[config.mk]
export PLATFORM = sky130hd
export DESIGN_NAME = mux_rr_arbiter
export DESIGN_NICKNAME = d
export VERILOG_FILES = /design/src/rtl/mux_arb_pkg.sv /design/src/rtl/mux_rr_arbiter_pick.sv /design/src/rtl/mux_rr_arbiter.sv
export SDC_FILE = /design/constraint.sdc
export NUM_CORES = 1
export LEC_CHECK = 0
export ABC_AREA = 1
export BUFFER_PORTS_ARGS = -buffer_cell sky130_fd_sc_hd__buf_4
export CAP_MARGIN = 20
export CORE_ASPECT_RATIO = 0.75
export CORE_UTILIZATION = 35
export CTS_CLUSTER_SIZE = 12
export DETAILED_ROUTE_END_ITERATION = 7
export PLACE_DENSITY_LB_ADDON = 0.25
export SYNTH_ARGS = -nofsm -noshare
export SYNTH_HDL_FRONTEND = slang
export SYNTH_SLANG_ARGS = --single-unit
[constraint.sdc]
create_clock -name i_clk -period 1.55 [get_ports i_clk]
set_input_delay 0.155 -clock i_clk [delete_from_list [all_inputs] [get_ports i_clk]]
set_output_delay 0.155 -clock i_clk [all_outputs]
set_load 0.02 [all_outputs]
[src/rtl/mux_arb_pkg.sv]
// Shared types and helpers for the round-robin mux arbiter.
// Index arithmetic wraps modulo the requester count, which need not be a power of two.
package mux_arb_pkg;

  typedef enum logic [0:0] {
    IDLE  = 1'b0,
    GRANT = 1'b1
  } arb_state_e;

  localparam int unsigned N_DEFAULT     = 32'd4;
  localparam int unsigned IDX_W_DEFAULT = $clog2(N_DEFAULT);

  function automatic int unsigned wrap_inc(input int unsigned idx, input int unsigned n);
    return ((idx + 32'd1) >= n) ? 32'd0 : (idx + 32'd1);
  endfunction

endpackage

[src/rtl/mux_rr_arbiter_pick.sv]
// Combinational masked priority picker: first set request at or after i_start, wrapping.
module rr_pick
  import mux_arb_pkg::*;
#(
  parameter int unsigned N  = N_DEFAULT,
  parameter int unsigned IW = $clog2(N)
) (
  input  logic [N-1:0]  i_req,
  input  logic [IW-1:0] i_start,
  output logic          o_found,
  output logic [IW-1:0] o_idx
);

  // Scan from farthest to nearest so the closest request after i_start wins.
  always_comb begin
    int pos;
    pos     = 0;
    o_idx   = '0;
    o_found = |i_req;
    for (int k = int'(N) - 1; k >= 0; k--) begin
      pos = int'(i_start) + k;
      if (pos >= int'(N)) begin
        pos = pos - int'(N);
      end else begin
        pos = pos;
      end
      if (i_req[IW'(pos)]) begin
        o_idx = IW'(pos);
      end else begin
        o_idx = o_idx;
      end
    end
  end

endmodule

[src/rtl/mux_rr_arbiter.sv]
// Round-robin arbiter owning an N:1 bit-select datapath, with a burst limit
// that forces rotation when another requester is waiting.
module mux_rr_arbiter
  import mux_arb_pkg::*;
#(
  parameter int unsigned N         = N_DEFAULT,
  parameter int unsigned MAX_BURST = 32'd8
) (
  input  logic                 i_clk,
  input  logic                 i_rst_n,
  input  logic [N-1:0]         i_req,
  input  logic [N-1:0]         i_w,
  output logic [N-1:0]         o_gnt,
  output logic [$clog2(N)-1:0] o_sel,
  output logic                 o_busy,
  output logic                 o_f,
  output logic                 o_f_valid
);

  localparam int unsigned IW = $clog2(N);
  localparam int unsigned CW = $clog2(MAX_BURST + 32'd1);
  localparam logic [CW-1:0] CNT_MAX = CW'(MAX_BURST);
  localparam logic [CW-1:0] CNT_ONE = CW'(32'd1);
  localparam logic [N-1:0]  ONE_HOT0 = N'(32'd1);

  arb_state_e    r_state;
  logic [IW-1:0] r_ptr;
  logic [IW-1:0] r_sel;
  logic [CW-1:0] r_cnt;
  logic [N-1:0]  r_gnt;
  logic          r_busy;
  logic          r_f;
  logic          r_f_valid;

  logic [IW-1:0] w_start;
  logic          w_found;
  logic [IW-1:0] w_idx;
  logic [N-1:0]  w_pick_oh;
  logic          w_hold;
  logic          w_others;
  logic          w_data;

  // While granted, every new pick starts just past the current holder.
  always_comb begin
    w_start = r_ptr;
    if (r_state == GRANT) begin
      w_start = IW'(wrap_inc(32'(r_sel), N));
    end else begin
      w_start = r_ptr;
    end
  end

  assign w_pick_oh = ONE_HOT0 << w_idx;
  assign w_hold    = i_req[r_sel];
  assign w_others  = |(i_req & ~r_gnt);
  assign w_data    = i_w[r_sel];

  rr_pick #(
    .N  (N),
    .IW (IW)
  ) u_pick (
    .i_req   (i_req),
    .i_start (w_start),
    .o_found (w_found),
    .o_idx   (w_idx)
  );

  // Arbitration FSM with registered grant, select and sampled data.
  always_ff @(posedge i_clk or negedge i_rst_n) begin
    if (!i_rst_n) begin
      r_state   <= IDLE;
      r_ptr     <= '0;
      r_sel     <= '0;
      r_cnt     <= '0;
      r_gnt     <= '0;
      r_busy    <= 1'b0;
      r_f       <= 1'b0;
      r_f_valid <= 1'b0;
    end else begin
      case (r_state)
        IDLE: begin
          r_f_valid <= 1'b0;
          if (w_found) begin
            r_gnt   <= w_pick_oh;
            r_sel   <= w_idx;
            r_busy  <= 1'b1;
            r_cnt   <= CNT_ONE;
            r_state <= GRANT;
          end
        end
        GRANT: begin
          if (!w_hold) begin
            r_f_valid <= 1'b0;
            r_ptr     <= w_start;
            if (w_found) begin
              r_gnt <= w_pick_oh;
              r_sel <= w_idx;
              r_cnt <= CNT_ONE;
            end else begin
              r_gnt   <= '0;
              r_busy  <= 1'b0;
              r_state <= IDLE;
            end
          end else begin
            r_f       <= w_data;
            r_f_valid <= 1'b1;
            if ((r_cnt == CNT_MAX) && w_others) begin
              r_ptr <= w_start;
              r_gnt <= w_pick_oh;
              r_sel <= w_idx;
              r_cnt <= CNT_ONE;
            end else if (r_cnt != CNT_MAX) begin
              r_cnt <= r_cnt + CNT_ONE;
            end
          end
        end
        default: begin
          r_state   <= IDLE;
          r_gnt     <= '0;
          r_busy    <= 1'b0;
          r_f_valid <= 1'b0;
        end
      endcase
    end
  end

  assign o_gnt     = r_gnt;
  assign o_sel     = r_sel;
  assign o_busy    = r_busy;
  assign o_f       = r_f;
  assign o_f_valid = r_f_valid;

endmodule

==> results.md, run 1 <==
- Hold Path End: r_state
- R2R depth: 14
- Yosys reg bits: 16
- Register area share after synthesis: 37.08%
- Clock buffer depth: 2
- Yosys cell types: 20
- Via Count: 1209
- Post-DP Area: ~1400 sq um
- Peak supply drop: 1064 uV
- Mapped Nets: roughly 170
- Skew final: 0.7380 ps
- Max cap viols: 0
- Critical path class: flip-flop to flip-flop
- Crit end category: flip-flop
- Mapped cell area: 1080 sq um
- DIE HEIGHT: 50.10 microns
- Layout cells sized above 1: 45.73%
- Post-DP HPWL: between 2000 and 2500 microns
- Clk slew on worst S/H paths: 60 ps
- Synth-to-layout area growth: 53.77%
- CTS H-tree lvls: 1
- Max-slew violations: 0
- R2R Setup Slk: -90 ps
- Vias per std cell: 5.101
- Iter 0 DRT Violations: 43
- Gr usage total: 20.03%
- Sw power: between 1.5 and 2 mW
- # rows: 17
- Final Hold Fails: 0
- Hold_sp: i_req[2]
- Critical Path RT: 1700 ps
- Wire per inst: 13.03 microns
- Pwr Total: 3.597 mW
- Crit path buf inv count: 2
- Cell repeated most along the worst path: nand2_2
- Critical R2R Capture: o_gnt[3]
- Worst path top cell family by delay: simple AND/OR/NAND/NOR gates
- Reg2Reg Launch Point: r_state
- TritonCTS buffer count: 3
- Ant diodes: 0
- Fmax achieved: 608.9 MHz
- PnR worst setup slack: -92.18 ps
- CTS tree: built
- Pint: 1.843 mW
- Core outline area: 2935 sq um
- Number of global-route vias before repair: 1063
- Worst slew pin tran: 387.2 ps
- CTS sink cnt: 16
- Die area: 3313 sq um
- Slowest cell on crit path: dfrtp_2
- Hold Path Class: input port to flip-flop
- Synthesized area per cell: 6.878 sq um
- Detailed-router iteration count before antenna repair: 4
- Data arrival, critical path: 1790 ps
- Detailed Route WL: between 3000 and 4000 microns
- Critical Path, Cell by Cell: inv_4 > nand2_8 > nand2_8 > nand2_2 > nand2_2 > nand2_2 > nand2_2 > inv_1 > nand3_1 > nand2_1 > nand3_2 > nand2_2 > nand3_1 > nand2_1
- Hold path depth: 3
- Final worst-path cycle share: 105.9%
- Port Buffers: 18
- Finish-stage setup viols: 5
- Fill cells: 262
- Hold Slack: between 200 and 250 ps
- Pleak: just over 0.8 nW
- Clock Power Share: between 10% and 20%
- Synth Instances: approximately 160
- Comb pwr share: 68.4%
- Initial antenna violation count: 0
- Die X: ~66 microns
- Max incr delay on CP: 490 ps
- Slew HR: 74.02%
- Num ports: 19
- Gr ovfl total: 0
- Initial Util: 36.79%
- RSZ-0062 raised after global routing: true
- Routability cong.: 0.8938
- Final instance area: 1660 sq um
- Largest net degree at the start of global routing: 17
- PwrDens: 2166 nW/um^2
- Yosys warnings: 0
- Worst-Skew Late Latency: 250 ps
- First-pass GRT wire length: between 4000 and 5000 microns
- Residual DRC count: 0
- ANT nets after route: 0
- Outcome: finished with violations
- Violated checks: negative setup slack
- Switching Share: 48.76%
- Root buffer cell: clkbuf_8
- Crit path time final: 1642 ps
- CP max FO: 8
- Seq pwr share: 21.0%
- Startpoint types: flip-flop
- Final #Nets: 212
==> repair_timing <==
action | 4_1_cts | 5_1_grt
resized for setup | 13 | 30
cloned | 0 | 0
buffers inserted | 4 | 1
pin swaps | 10 | 13
endpoints found under the setup margin | 8 | 12
hold endpoints to repair | 16 | 0
hold buffers | 1 | 0
==> sequential cells by signal, summed over array words and instances, names as in the netlist <==
signal     flops
o_f            1
o_gnt          4
r_ptr          2
o_sel          2
o_f_valid      1
r_state        1
r_cnt          4
o_busy         1
==> logic make-up (layout without fill, tap and decap cells) <==
| group | Yosys count | after routing | synth area share (%) |
|---|---|---|---|
| AOI/OAI and AO/OA | 30 | 30 | 14.37 |
| and+or+nand+nor | 87 | 87 | 38.47 |
| adders and majority gates | 2 | 2 | 2.317 |
| DFF | 16 | 16 | 37.08 |
| buffers and inverters | 22 | 64 | 7.764 |
==> layout make-up <==
| cell class | count | area (sq um) | area share (%) |
|---|---|---|---|
| Multi-Input combinational cell | 119 | 777.0 | 46.80 |
| Sequential cell | 16 | 404.1 | 24.34 |
| Timing Repair Buffer | 39 | 295.3 | 17.78 |
| Inverter | 21 | 81.33 | 4.898 |
| Clock buffer | 4 | 55.05 | 3.316 |
| Tap cell | 38 | 47.55 | 2.864 |
==> synthesized netlist by cell type (all sizes together) <==
master	instances	area share, %
nand2	50	19
inv	21	7.3
o21ai	19	8.8
nand3	17	8.8
dfrtp	16	37
nor2	13	5.9
a21oi	7	3.2
o22ai	4	2.3
ha	2	2.3
nand3b	2	1.4
nand4	2	1.2
nor4	2	1.7
buf	1	0.46
nor3	1	0.46
==> power by group through the flow <==
stage | sequential, mW | combinational (mW) | clock, mW
floorplan | 0.817 | 1.29 | 0
global placement | 0.739 | 2.01 | 0
detailed placement | 0.743 | 2.05 | 0
CTS | 0.740 | 2.19 | 0.379
global route | 0.780 | 2.75 | 0.401
finish | 0.756 | 2.46 | 0.379
==> layout by cell type (no fill, tap or decap), drive strengths merged <==
cell type,n
nand2,50
buf,38
inv,21
o21ai,19
nand3,17
dfrtp,16
nor2,13
a21oi,7
clkbuf,4
o22ai,4
nand3b,2
nand4,2
nor4,2
ha,2
nor3,1
dlygate4sd3,1
==> worst max path at each step <==
stage                         from  endpoint  depth (start not counted)  slack (ps)
after floorplan           o_sel[0]  r_cnt[1]                          7          -5
after global placement     r_state  o_sel[0]                         13         -30
after detailed placement   r_state  o_sel[0]                         14         -90
after CTS                  r_state  o_gnt[3]                         14         -50
after global routing      o_sel[0]  o_sel[0]                         12        -250
final                      r_state  o_gnt[3]                         14         -90
==> through the flow <==
stage / setup TNS (ps) / setup WS (ps) / utilization, % / cells
after floorplan: -4.821 / -4.821 / - / 157
after global placement: -99.54 / -28.00 / 47.95 / 227
after detailed placement: -446.1 / -90.71 / 47.95 / 227
after CTS: -204.7 / -53.59 / 52.26 / 236
after global routing: -1596 / -247.4 / 56.56 / 237
final: -326.6 / -92.18 / 56.56 / 237
==> worst reg2reg max path, delay by kind of cell (launching register included) <==
family                 cells  cell delay (ps)
AND/OR/NAND/NOR           12              870
buffers and inverters      2              170
flip-flops                 1              490
==> per-layer routing <==
| layer | vias up | GRT usage (%) | wire length (microns) |
|---|---|---|---|
| met5 | - | 0 | 0 |
| met4 | 0 | 3.191 | 21 |
| met3 | 4 | 5.787 | 150 |
| met2 | 31 | 31.29 | 1428 |
| met1 | 573 | 27.75 | 1487 |
| li1 | 601 | - | - |
Note: power is estimated with default switching activity, not from simulation.
==> run 2, diff against run 1 <==
--- a/config.mk
+++ b/config.mk
@@ -7,7 +7,7 @@
 export LEC_CHECK = 0
 export ABC_AREA = 1
 export BUFFER_PORTS_ARGS = -buffer_cell sky130_fd_sc_hd__buf_4
-export CAP_MARGIN = 20
+export CAP_MARGIN = 15
 export CORE_ASPECT_RATIO = 0.75
 export CORE_UTILIZATION = 35
 export CTS_CLUSTER_SIZE = 12
==> constraint.sdc (replaced) <==
create_clock -name i_clk -period 2.1 [get_ports i_clk]
set_input_delay 0.21 -clock i_clk [delete_from_list [all_inputs] [get_ports i_clk]]
set_output_delay 0.21 -clock i_clk [all_outputs]
set_load 0.02 [all_outputs]
==> run 2 against run 1 <==
Effect of this change: the flow now finishes without violations; first-iteration DRC count shrank 35%; total power fell by 41%; utilization is 11 points lower; hold slack gained 120 ps; sequential power fell by 28%; clock power fell by 26%; count of clock-buffer cells in the layout did not move.
==> results.md, run 2 (synthesis results as in run 1) <==
- Outcome: finished clean
- CTS tree: built
- Detailed-router iteration count before antenna repair: 4 (unchanged)
- Fill cells: 302 (+15%)
- Final Hold Fails: 0 (unchanged)
- Data arrival, critical path: 1990 ps (+200 ps)
- M2 GR Usage: 27.72% (-3.6 points)
- Iter 0 DRT Violations: 28 (-35%)
- Final instance area: 1338 sq um (-19%)
- Detailed Route WL: 2576 microns (-17%)
- R2R Setup Slk: 300 ps (+390 ps)
- Startpoint types: flip-flop
- Reg2Reg Launch Point: o_sel[1]
- Post-DP HPWL: 2021 microns (-6.0%)
- Residual DRC count: 0 (unchanged)
- Core outline area: 2935 sq um (unchanged)
- GR Util met1: 26.38% (-1.4 points)
- Num ports: 19 (unchanged)
- Max-slew violations: 0 (unchanged)
- Pleak: 0.7176 nW (-13%)
- Busiest grt layer: met2
- Most frequent cells in the layout: nand2_1, buf_4, inv_1, o21ai_0, dfrtp_1
- Gr usage total: 18.61% (-1.4 points)
- Hold_sp: i_w[0]
- Met3 usage: 5.324% (-0.46 points)
- CTS H-tree lvls: 1 (unchanged)
- Synth-to-layout area growth: 23.87%
- Die area: 3313 sq um (unchanged)
- Multi-input gate area: 595.6 sq um (-23%)
- # rows: 17 (unchanged)
- Initial antenna violation count: 0 (unchanged)
- RSZ-0062 raised after global routing: false
- Max cap viols: 0 (unchanged)
- Hold Path End: o_f
- Final worst-path cycle share: 85.59% (-20 points)
- ANT nets after route: 0 (unchanged)
- Initial Util: 36.79% (unchanged)
- Worst slew pin tran: 435.7 ps (+48.54 ps)
- Setup tns final: 0 ps (+326.6 ps)
- Layout cells sized above 1: 18.78% (-27 points)
- Worst-Skew Late Latency: 250 ps (about the same)
- Critical Path RT: 2290 ps (+590 ps)
- PostCTS Resize Cnt: 0 (-13)
- Largest net degree at the start of global routing: 17 (unchanged)
- Hold Path Class: input port to flip-flop
- Wire per inst: 11.76 microns (-9.7%)
- Clock buffer depth: 2 (unchanged)
- Crit path time final: 1797 ps (+155.3 ps)
- PwrDens: 1580 nW/um^2 (-27%)
- First-pass GRT wire length: 4705 microns (-5.2%)
- CP max FO: 8 (unchanged)
- Post-DP Area: 1272 sq um (-9.6%)
- Finish-stage setup viols: 0 (-5)
- DIE HEIGHT: 50.10 microns (unchanged)
- CTS sink cnt: 16 (unchanged)
- TritonCTS buffer count: 3 (unchanged)
- Setup bufs post-CTS: 0 (-4)
- Die X: 66.14 microns (unchanged)
- Setup crit start: o_sel[1]
- Clk slew on worst S/H paths: 60 ps (about the same)
- R2R depth: 10 (-4)
- Slew HR: 70.84% (-3.2 points)
- Final #Nets: 194 (-8.5%)
- Skew final: 1.537 ps (+0.7988 ps)
- Crit end category: flip-flop
- Routability cong.: 0.9041 (+1.2%)
- Ant diodes: 0 (unchanged)
- Peak supply drop: 811.5 uV (-24%)
- Hold path depth: 5 (+2)
- Fmax achieved: 556.3 MHz (-8.6%)
- Reg area: 400.4 sq um (-0.93%)
- Critical R2R Capture: o_gnt[2]
- Commonest non-fill, non-tap cell in the layout: nand2_1
- Port Buffers: 18 (unchanged)
- Critical path class: flip-flop to flip-flop
- Vias per std cell: 5.046 (-1.1%)
- Gr ovfl total: 0 (unchanged)
- Number of global-route vias before repair: 1068 (+0.47%)
- Via Count: 1105 (-8.6%)
- Root buffer cell: clkbuf_8
## run 2: cell count changes in the layout (fill, tap and decap cells not counted), moves of 4 or more
cell	before	now
nand2_1	31	47
o21ai_1	5	0
nor2_1	7	11
inv_1	14	19
nand2_2	15	1
buf_4	38	20
o21ai_0	14	19
nand3_1	11	15
inv_2	6	2
## run 2: how the worst max path moves through the flow
stage                to  slack, ps  depth (start not counted)
2_1_floorplan  o_sel[0]        420                         13
3_3_place_gp   o_gnt[2]        340                         10
3_5_place_dp   o_gnt[2]        320                         10
4_1_cts        o_gnt[2]        290                         10
5_1_grt        o_gnt[0]         20                          9
6_report       o_gnt[2]        300                         10
## run 2: per-stage QoR
step           utilization, %  power, mW  instances  setup slack [ps]  hold slack (ps)
3_5_place_dp            43.35      1.837        214             315.6            87.73
4_1_cts                 45.57      2.127        219             294.4            338.8
6_report                45.57      2.113        219             302.6            347.6
3_3_place_gp            43.35      1.817        214             340.3            84.35
5_1_grt                 45.57      2.372        219             17.59            374.0
2_1_floorplan               -      1.482        157             416.0           -85.59
## run 2: report_power, final
group          internal (mW)  total [mW]  switching [mW]
clock                  0.167       0.279           0.112
combinational          0.466        1.29           0.824
sequential             0.436       0.545           0.109
## run 2: repair_timing
| item | 4_1_cts | 5_1_grt |
|---|---|---|
| hold buffers | 1 | 0 |
| endpoints found under the setup margin | 0 | 0 |
| hold endpoints to repair | 16 | 0 |
## run 2: critical path, cell delays in order, from the launching register on
cell     delay, ps
dfrtp_1        440
inv_1          110
a21oi_1        110
o21ai_0         80
nand2_1        130
nor2_4          70
inv_1          110
nor2_1          70
nor2_1         350
nand4_1        150
nand2_1         90
## run 2: final cells by class
type / count / share of cell area (%)
Inverter: 21 / 5.893
Multi-Input combinational cell: 119 / 44.53
Sequential cell: 16 / 29.93
Tap cell: 38 / 3.555
Clock buffer: 4 / 4.116
Timing Repair Buffer: 21 / 11.97
## run 2: layer usage
metal | vias to the layer above | share of wire, % | wire [microns]
met3 | 4 | 6.6 | 171
met2 | 40 | 41 | 1056
met1 | 496 | 51 | 1325
met4 | 0 | 0.89 | 23
met5 | - | 0 | 0
li1 | 565 | - | -
